[src/rtl/mem_access_ctrl_if.sv]
// Request/response and memory-port signal bundle for mem_access_ctrl.
// The slave modport is the controller's view; master is the datapath/memory side.
interface mem_access_ctrl_if #(
    parameter int ADDR_W = 4,
    parameter int DATA_W = 4
) ();
    logic              req_valid;
    logic              req_ready;
    logic [1:0]        req_op;
    logic [ADDR_W-1:0] req_addr;
    logic [ADDR_W-1:0] req_dst;
    logic [DATA_W-1:0] req_data;
    logic [ADDR_W-1:0] req_len;

    logic              rsp_valid;
    logic [DATA_W-1:0] rsp_data;
    logic              done;
    logic              busy;

    logic [ADDR_W-1:0] M_add;
    logic [DATA_W-1:0] M_wd;
    logic              M_we;
    logic              M_re;
    logic [DATA_W-1:0] M_rd;

    modport slave (
        input  req_valid, req_op, req_addr, req_dst, req_data, req_len, M_rd,
        output req_ready, rsp_valid, rsp_data, done, busy,
        output M_add, M_wd, M_we, M_re
    );

    modport master (
        output req_valid, req_op, req_addr, req_dst, req_data, req_len, M_rd,
        input  req_ready, rsp_valid, rsp_data, done, busy,
        input  M_add, M_wd, M_we, M_re
    );
endinterface

[src/rtl/mem_access_ctrl.sv]
// Sequences single/multi-word accesses onto the data-memory port; read data 2 cycles after accept, copy 2 cycles/word, fill 1 cycle/word.
// Backpressure: req_ready only in IDLE; requests offered while busy are dropped, not queued.
module mem_access_ctrl #(
    parameter int ADDR_W = 4,
    parameter int DATA_W = 4
) (
    input  logic               clk,
    input  logic               reset_n,
    mem_access_ctrl_if.slave   bus
);

    localparam logic [1:0] OP_READ  = 2'b00;
    localparam logic [1:0] OP_WRITE = 2'b01;
    localparam logic [1:0] OP_COPY  = 2'b10;
    localparam logic [1:0] OP_FILL  = 2'b11;

    typedef enum logic [2:0] {
        S_IDLE  = 3'd0,
        S_READ  = 3'd1,
        S_WRITE = 3'd2,
        S_CP_RD = 3'd3,
        S_CP_WR = 3'd4,
        S_FILL  = 3'd5
    } state_t;

    state_t            state_q, state_d;
    logic [ADDR_W-1:0] addr_q, addr_d;
    logic [ADDR_W-1:0] dst_q, dst_d;
    logic [DATA_W-1:0] data_q, data_d;
    logic [ADDR_W-1:0] len_q, len_d;
    logic [ADDR_W-1:0] idx_q, idx_d;
    logic [DATA_W-1:0] buf_q, buf_d;
    logic [DATA_W-1:0] rsp_data_q, rsp_data_d;
    logic              rsp_valid_q, rsp_valid_d;
    logic              done_q, done_d;

    logic              accept;
    logic              last_word;

    assign accept    = bus.req_valid && (state_q == S_IDLE);
    assign last_word = (idx_q == len_q);

    // State register
    always_ff @(posedge clk or negedge reset_n) begin
        if (!reset_n) begin
            state_q <= S_IDLE;
        end else begin
            state_q <= state_d;
        end
    end

    // Next-state logic
    always_comb begin
        state_d = state_q;
        case (state_q)
            S_IDLE: begin
                if (accept) begin
                    case (bus.req_op)
                        OP_READ:  state_d = S_READ;
                        OP_WRITE: state_d = S_WRITE;
                        OP_COPY:  state_d = S_CP_RD;
                        OP_FILL:  state_d = S_FILL;
                        default:  state_d = S_IDLE;
                    endcase
                end
            end
            S_READ:  state_d = S_IDLE;
            S_WRITE: state_d = S_IDLE;
            S_CP_RD: state_d = S_CP_WR;
            S_CP_WR: state_d = last_word ? S_IDLE : S_CP_RD;
            S_FILL:  state_d = last_word ? S_IDLE : S_FILL;
            default: state_d = S_IDLE;
        endcase
    end

    // Request latch, word index, copy buffer and response registers
    always_comb begin
        addr_d     = addr_q;
        dst_d      = dst_q;
        data_d     = data_q;
        len_d      = len_q;
        idx_d      = idx_q;
        buf_d      = buf_q;
        rsp_data_d = rsp_data_q;
        case (state_q)
            S_IDLE: begin
                if (accept) begin
                    addr_d = bus.req_addr;
                    dst_d  = bus.req_dst;
                    data_d = bus.req_data;
                    len_d  = bus.req_len;
                    idx_d  = '0;
                end
            end
            S_READ:  rsp_data_d = bus.M_rd;
            S_CP_RD: buf_d      = bus.M_rd;
            S_CP_WR: if (!last_word) idx_d = idx_q + 1'b1;
            S_FILL:  if (!last_word) idx_d = idx_q + 1'b1;
            default: ;
        endcase
        rsp_valid_d = (state_q == S_READ);
        done_d      = (state_q == S_READ) || (state_q == S_WRITE) ||
                      (((state_q == S_CP_WR) || (state_q == S_FILL)) && last_word);
    end

    always_ff @(posedge clk or negedge reset_n) begin
        if (!reset_n) begin
            addr_q      <= '0;
            dst_q       <= '0;
            data_q      <= '0;
            len_q       <= '0;
            idx_q       <= '0;
            buf_q       <= '0;
            rsp_data_q  <= '0;
            rsp_valid_q <= 1'b0;
            done_q      <= 1'b0;
        end else begin
            addr_q      <= addr_d;
            dst_q       <= dst_d;
            data_q      <= data_d;
            len_q       <= len_d;
            idx_q       <= idx_d;
            buf_q       <= buf_d;
            rsp_data_q  <= rsp_data_d;
            rsp_valid_q <= rsp_valid_d;
            done_q      <= done_d;
        end
    end

    // Memory port decoded from registered state only; reset forces IDLE so enables drop asynchronously.
    always_comb begin
        bus.M_add = '0;
        bus.M_wd  = '0;
        bus.M_we  = 1'b0;
        bus.M_re  = 1'b0;
        case (state_q)
            S_READ: begin
                bus.M_re  = 1'b1;
                bus.M_add = addr_q;
            end
            S_WRITE: begin
                bus.M_we  = 1'b1;
                bus.M_add = addr_q;
                bus.M_wd  = data_q;
            end
            S_CP_RD: begin
                bus.M_re  = 1'b1;
                bus.M_add = addr_q + idx_q;
            end
            S_CP_WR: begin
                bus.M_we  = 1'b1;
                bus.M_add = dst_q + idx_q;
                bus.M_wd  = buf_q;
            end
            S_FILL: begin
                bus.M_we  = 1'b1;
                bus.M_add = addr_q + idx_q;
                bus.M_wd  = data_q;
            end
            default: ;
        endcase
    end

    assign bus.req_ready = (state_q == S_IDLE);
    assign bus.busy      = (state_q != S_IDLE);
    assign bus.rsp_valid = rsp_valid_q;
    assign bus.rsp_data  = rsp_data_q;
    assign bus.done      = done_q;

endmodule

[src/flat_wrapper.sv]
// flat-port wrapper written by rule: the top's interface ports become plain ports
module mem_access_ctrl_flat 
#(
    parameter int ADDR_W = 4,
    parameter int DATA_W = 4
)
  (clk, reset_n, bus_req_valid, bus_req_op, bus_req_addr, bus_req_dst, bus_req_data, bus_req_len, bus_M_rd, bus_req_ready, bus_rsp_valid, bus_rsp_data, bus_done, bus_busy, bus_M_add, bus_M_wd, bus_M_we, bus_M_re);
  mem_access_ctrl_if #(.ADDR_W(ADDR_W), .DATA_W(DATA_W)) bus_i ();
  input  logic clk;
  input  logic reset_n;
  input wire logic [$bits(bus_i.req_valid)-1:0] bus_req_valid;
  input wire logic [$bits(bus_i.req_op)-1:0] bus_req_op;
  input wire logic [$bits(bus_i.req_addr)-1:0] bus_req_addr;
  input wire logic [$bits(bus_i.req_dst)-1:0] bus_req_dst;
  input wire logic [$bits(bus_i.req_data)-1:0] bus_req_data;
  input wire logic [$bits(bus_i.req_len)-1:0] bus_req_len;
  input wire logic [$bits(bus_i.M_rd)-1:0] bus_M_rd;
  output wire logic [$bits(bus_i.req_ready)-1:0] bus_req_ready;
  output wire logic [$bits(bus_i.rsp_valid)-1:0] bus_rsp_valid;
  output wire logic [$bits(bus_i.rsp_data)-1:0] bus_rsp_data;
  output wire logic [$bits(bus_i.done)-1:0] bus_done;
  output wire logic [$bits(bus_i.busy)-1:0] bus_busy;
  output wire logic [$bits(bus_i.M_add)-1:0] bus_M_add;
  output wire logic [$bits(bus_i.M_wd)-1:0] bus_M_wd;
  output wire logic [$bits(bus_i.M_we)-1:0] bus_M_we;
  output wire logic [$bits(bus_i.M_re)-1:0] bus_M_re;
  assign bus_i.req_valid = bus_req_valid;
  assign bus_i.req_op = bus_req_op;
  assign bus_i.req_addr = bus_req_addr;
  assign bus_i.req_dst = bus_req_dst;
  assign bus_i.req_data = bus_req_data;
  assign bus_i.req_len = bus_req_len;
  assign bus_i.M_rd = bus_M_rd;
  assign bus_req_ready = bus_i.req_ready;
  assign bus_rsp_valid = bus_i.rsp_valid;
  assign bus_rsp_data = bus_i.rsp_data;
  assign bus_done = bus_i.done;
  assign bus_busy = bus_i.busy;
  assign bus_M_add = bus_i.M_add;
  assign bus_M_wd = bus_i.M_wd;
  assign bus_M_we = bus_i.M_we;
  assign bus_M_re = bus_i.M_re;
  mem_access_ctrl #(.ADDR_W(ADDR_W), .DATA_W(DATA_W)) u_core (.clk(clk), .reset_n(reset_n), .bus(bus_i));
endmodule
[config.mk]
export PLATFORM = sky130hd
export DESIGN_NAME = mem_access_ctrl_flat
export DESIGN_NICKNAME = d
export VERILOG_FILES = /design/src/rtl/mem_access_ctrl_if.sv /design/src/rtl/mem_access_ctrl.sv /design/src/flat_wrapper.sv
export SDC_FILE = /design/constraint.sdc
export NUM_CORES = 1
export LEC_CHECK = 0
export ABC_AREA = 1
export CAP_MARGIN = 5
export CORE_MARGIN = 2
export CORE_UTILIZATION = 31
export CTS_BUF_LIST = sky130_fd_sc_hd__clkbuf_16
export DETAILED_ROUTE_END_ITERATION = 16
export PLACE_DENSITY = 0.63
export SLEW_MARGIN = 20
export SYNTH_ARGS = -nofsm -noshare
export SYNTH_HDL_FRONTEND = slang
export SYNTH_SLANG_ARGS = --single-unit
[constraint.sdc]
create_clock -name clk -period 1.9 [get_ports clk]
set_input_delay 0.19 -clock clk [delete_from_list [all_inputs] [get_ports clk]]
set_output_delay 0.19 -clock clk [all_outputs]
set_load 0.005 [all_outputs]
==> out/qor.csv <==
stage,metric,value,unit
sta,tightest_slew,0.418,ns
yosys,yosysUniqueCellTypes,25,
clocking,clock_path_buffers,2,
global_routing,track_usage,14.2,%
place,hpwl,2.99,mm
cells_and_area,final_nets,298,
yosys,syn_area,0.00178,sq mm
drt,drtPass1Iterations,4,
sta,rsz0062_at_grt,yes,
yosys,synth_top_area_share,46.5,%
clocking,cts.clk_slew.worst_paths,0.05,ns
power,cellLeakagePower,1.42,nW
yosys,yosysTopAreaCell,dfrtp_1,
yosys,muxShareOfSynthArea,10.1,%
outcome,status,"finished, violations left",
sta,period_needed,2.30,ns
cells_and_area,syn_to_final_growth,55.7,%
critical_path,rr_startpoint,u_core.state_q[0]$_DFFE_PN0P_,
clocking,numCtsBuffers,5,
yosys,synth_compound_area_share,8.67,%
drt,viasPerCell,4.45,
cells_and_area,fin_util,50.2,%
sta,setup_violations,4,
yosys,synth_cells,188,
clocking,cts_tree,done,
sta,period_share,121,%
die,start_util,32.2,%
place,dp_slack,-0.488,ns
yosys,postSynthAreaPerCell,9.44,sq um
critical_path,critPathLaunch,u_core.state_q[1]$_DFFE_PN0P_,
outcome,violations,setup timing,
sta,slew_violations,0,
global_routing,grt_max_degree,34,
power,power_density,1730,mW/mm^2
drt,drt-initial-drc-count,62,
drt,wl_per_cell,12.9,microns
sta,fin_ws,-0.404,ns
die,dieWidth,79.7,microns
critical_path,path_max_fanout,7,
global_routing,antenna_found_initial,0,
die,pin_count,43,
global_routing,grt_pass1_vias,1518,
critical_path,worstSetupPathType,reg2out,
worst_hold_path,hold_class,in2async,
die,coreArea,0.00551,sq mm
yosys,synthAdderAreaFrac,5.36,%
drt,totalWireLength,4.38,mm
yosys,ys_warn_count,0,
yosys,ys_ff_latch,33,
clocking,cts_root_buf,clkbuf_16,
clocking,cts_max_level,2,
critical_path,end_kind,primary output,
cells_and_area,n_antenna_cell,0,
cells_and_area,drive_above_1_share,34.1,%
drt,ant_nets,0,
sta,max_freq,0.434,GHz
yosys,synth_xor_area_share,2.96,%
yosys,yosys.area_share.simple,20.5,%
cells_and_area,finalNonFillerCells,339,
global_routing,grt_overflow_total,0,
yosys,synth_area_leaders,"dfrtp_1 47%, mux2_4 10%, nand2_1 9.7%",
cells_and_area,fillers,507,
power,peakVddDrop,831,uV
yosys,synth_top_family_by_area,simple AND/OR/NAND/NOR gates,
sta,hold_viol,0,
place,io_buffer_count,42,
die,fp-row-count,27,
drt,drc_errors,0,
critical_path,crit_required,1.71,ns
sta,clock_skew,0.00234,ns
die,die_area,0.00635,sq mm
yosys,syn_nets,220,
place,dp.cells,322,
die,die_h,79.7,microns
sta,slew_headroom,72.1,%
critical_path,cp.arrival,2.11,ns
yosys,ys_seq_area_share,46.5,%
clocking,clkSinkCount,33,
place,place_congestion,0.808,
global_routing,grt_pass1_wl,6.93,mm
critical_path,start_kind,register,
job,drv_cap,0,
clocking,worstSkewPairLatency,0.28,ns
drt,via_count,1510,
## power by group
part | total [mW] | switching [mW] | leakage, nW | internal [mW]
clock network | 0.906 | 0.297 | 0.0826 | 0.609
registers | 1.28 | 0.240 | 0.398 | 1.04
logic | 2.60 | 1.20 | 0.943 | 1.40
total | 4.78 | 1.73 | 1.42 | 3.05
## routing by layer
layer	vias up	wire (microns)	part of all wire, %	track usage [%]
li1	767	-	-	-
met1	703	1900	43	17.3
met2	36	2160	49	23.7
met3	4	274	6.3	5.32
met4	0	42	0.96	3.62
met5	-	0	0	0
## worst max-delay path, cell delays in order, from the launching register on
cell and delay (ns):
dfrtp_1 0.43, inv_2 0.10, nand3_4 0.07, nand2_4 0.11, inv_8 0.05, nand2_2 0.06, o21ai_2 0.05, ha_2 0.19
fa_2 0.52, nand2_1 0.05, o21ai_1 0.07, buf_2 0.12
## cell type report
cell class                      instances  area [sq um]  area share [%]
Timing Repair Buffer                   74           636            23.0
Clock buffer                            5           125            4.52
Tap cell                               72          90.1            3.26
Sequential cell                        33           828            30.0
Clock inverter                          3          37.5            1.36
Inverter                               19          81.3            2.94
Multi-Input combinational cell        133           967            35.0
## kinds of logic after synthesis
group / after synthesis
compound gates: 27
xor+xnor: 6
fa+ha+maj: 7
buf+inv: 22
flops: 33
mux: 12
simple gates: 81
## registers in the layout (all words and copies together), names as in the netlist
signal	cells
u_core.dst_q	4
u_core.bus.done	1
u_core.bus.rsp_data	4
u_core.state_q	3
u_core.len_q	4
u_core.data_q	4
u_core.bus.rsp_valid	1
u_core.idx_q	4
u_core.addr_q	4
u_core.buf_q	4
## what timing repair did
action                     4_1_cts  5_1_grt
hold buffers                     0        0
buffers inserted                 4        6
resized for setup               30       28
hold endpoints to repair         0        0
pin swaps                        8       12
setup endpoints to repair       10        9
cloned                           0        0
## cells in the final DEF (no fill, tap or decap), drive strengths merged
cell / Yosys / routed
nand3b: 3 / 3
nor2: 15 / 15
xor2: 6 / 6
a21oi: 8 / 8
bufinv: 0 / 1
a22o: 4 / 4
o21ai: 15 / 15
dfrtp: 33 / 33
clkbuf: 0 / 6
clkdlybuf4s50: 0 / 31
mux2: 12 / 12
buf: 3 / 37
fa: 1 / 1
dlygate4sd2: 0 / 3
clkinv: 0 / 1
nand2: 49 / 49
ha: 6 / 6
nand3: 10 / 10
dlymetal6s2s: 0 / 2
or2: 2 / 2
nand4: 1 / 1
inv: 19 / 20
nor3: 1 / 1
## path summary, 6_finish.rpt
kind | endpoint | slack, ns | depth (start not counted)
worst max-delay path | bus_M_add[1] | -0.40 | 11
worst min-delay path | u_core.state_q[0]$_DFFE_PN0P_ | 0.32 | 2
worst max register to register | u_core.dst_q[0]$_DFFE_PN0P_ | 0.13 | 8
worst min register to register | u_core.buf_q[0]$_DFFE_PN0P_ | 0.49 | 2
max in group asynchronous | u_core.state_q[2]$_DFFE_PN0P_ | 1.26 | 2
min in group clk | u_core.buf_q[0]$_DFFE_PN0P_ | 0.48 | 3
## through the flow
step | TNS (ns) | hold slack (ns) | total power [mW] | cell area [sq um]
after floorplan | 0 | -0.106 | 2.55 | 1800
after global placement | -1.36 | 0.469 | 3.62 | 2450
after detailed placement | -1.51 | 0.479 | 3.65 | 2450
after CTS | -1.55 | 0.343 | 4.53 | 2640
after global routing | -1.74 | 0.375 | 5.14 | 2770
final | -1.13 | 0.317 | 4.78 | 2770
## cell usage after synthesis, drive strengths merged
cell / instances
o21ai: 15
inv: 19
dfrtp: 33
a21oi: 8
buf: 3
nand3: 10
nor3: 1
fa: 1
nand3b: 3
nor2: 15
xor2: 6
a22o: 4
nand2: 49
mux2: 12
or2: 2
ha: 6
nand4: 1
(Power assumes the default switching activity.)
==> RTL edit, RTL diff (same flow settings) <==
The 6 states of `state_t` get a one-hot encoding in 6 bits.
--- a/src/rtl/mem_access_ctrl.sv
+++ b/src/rtl/mem_access_ctrl.sv
@@ -15,11 +15,11 @@
     localparam logic [1:0] OP_FILL  = 2'b11;
 
-    typedef enum logic [2:0] {
-        S_IDLE  = 3'd0,
-        S_READ  = 3'd1,
-        S_WRITE = 3'd2,
-        S_CP_RD = 3'd3,
-        S_CP_WR = 3'd4,
-        S_FILL  = 3'd5
+    typedef enum logic [5:0] {
+        S_IDLE  = 6'b000001,
+        S_READ  = 6'b000010,
+        S_WRITE = 6'b000100,
+        S_CP_RD = 6'b001000,
+        S_CP_WR = 6'b010000,
+        S_FILL  = 6'b100000
     } state_t;
 
Behaviour: same outputs for any inputs over 10 cycles, from zero or initial values and one cycle with reset_n low; not proved beyond that.
==> RTL edit against the original RTL <==
  * The flow still finishes with violations (setup timing)
  * Setup slack got worse by 0.16 ns
  * Clock power decreased by 16%
  * Final area increased by 4.8%
  * Combinational power decreased by 30%
  * Synthesized area increased by 7.9%
  * First-iteration DRC count increased by 42%
  * Sequential cell count increased by 3
  * Power decreased by 19%
  * Routed wire length increased by 11%
  * Die area increased by 7.5%
  * Clock skew increased by 0.0013 ns
==> RTL edit: results <==
[timing]
holdWs_ns = 0.339
worst_slack_ns = -0.567
setup-violations-final = 9

[place]
gp_congestion = 0.767
dp.cells = 367
place_ws_ns = -0.715

[global_route]
grt_use_total = 0.158
grt_max_degree = 37
grt_pass1_wl_mm = 8.04
grt_pass1_vias = 1731

[route]
drtIter0Drc = 88
routed_wl_mm = 4.85

[status]
status = "complete, but fails checks"
violations = "setup timing"

[clock_network]
post_cts_resized = 50
postCtsSetupBuffers = 13

[layout]
final_nets = 343
final-instance-count-excl-fill = 388
utilization = 0.487
fillers = 592

[synthesis]
ys_seq_area_frac = 0.471

[setup_path]
crit_slowest_cell = "dfrtp_2"
reg2reg_to = "u_core.idx_q[2]"
crit_path_start = "u_core.state_q[5]"
crit_end = "bus_M_add[3]"

[power_and_ir_drop]
max-vdd-ir-drop_v = 0.000544
leakage_uw = 0.00153
p_sw_uw = 1430
==> RTL edit: final cells by class <==
type | count | share of cell area
inverters | 30 | 0.0414
repair buffers | 81 | 0.238
well taps | 75 | 0.0324
multi-input cells | 159 | 0.329
clock buffers | 5 | 0.0432
clock inverters | 2 | 0.00302
flip-flops and latches | 36 | 0.312
==> RTL edit: cell families (layout without fill, tap and decap cells) <==
| group | Yosys count | count (layout) | share of synthesized area |
|---|---|---|---|
| AO/OA/AOI/OAI | 31 | 31 | 0.104 |
| XOR/XNOR | 6 | 6 | 0.0274 |
| adder cells (fa/ha/maj) | 5 | 5 | 0.0366 |
| buffers and inverters | 37 | 118 | 0.0843 |
| flip-flops | 36 | 36 | 0.471 |
| AND/OR/NAND/NOR | 117 | 117 | 0.277 |
==> RTL edit: routing by layer <==
metal / up-vias / global-route usage / part of all wire
li1: 911 / - / -
met1: 821 / 0.198 / 0.45
met4: 0 / 0.0590 / 0.016
met5: - / 0 / 0
met3: 6 / 0.0348 / 0.030
met2: 28 / 0.265 / 0.51
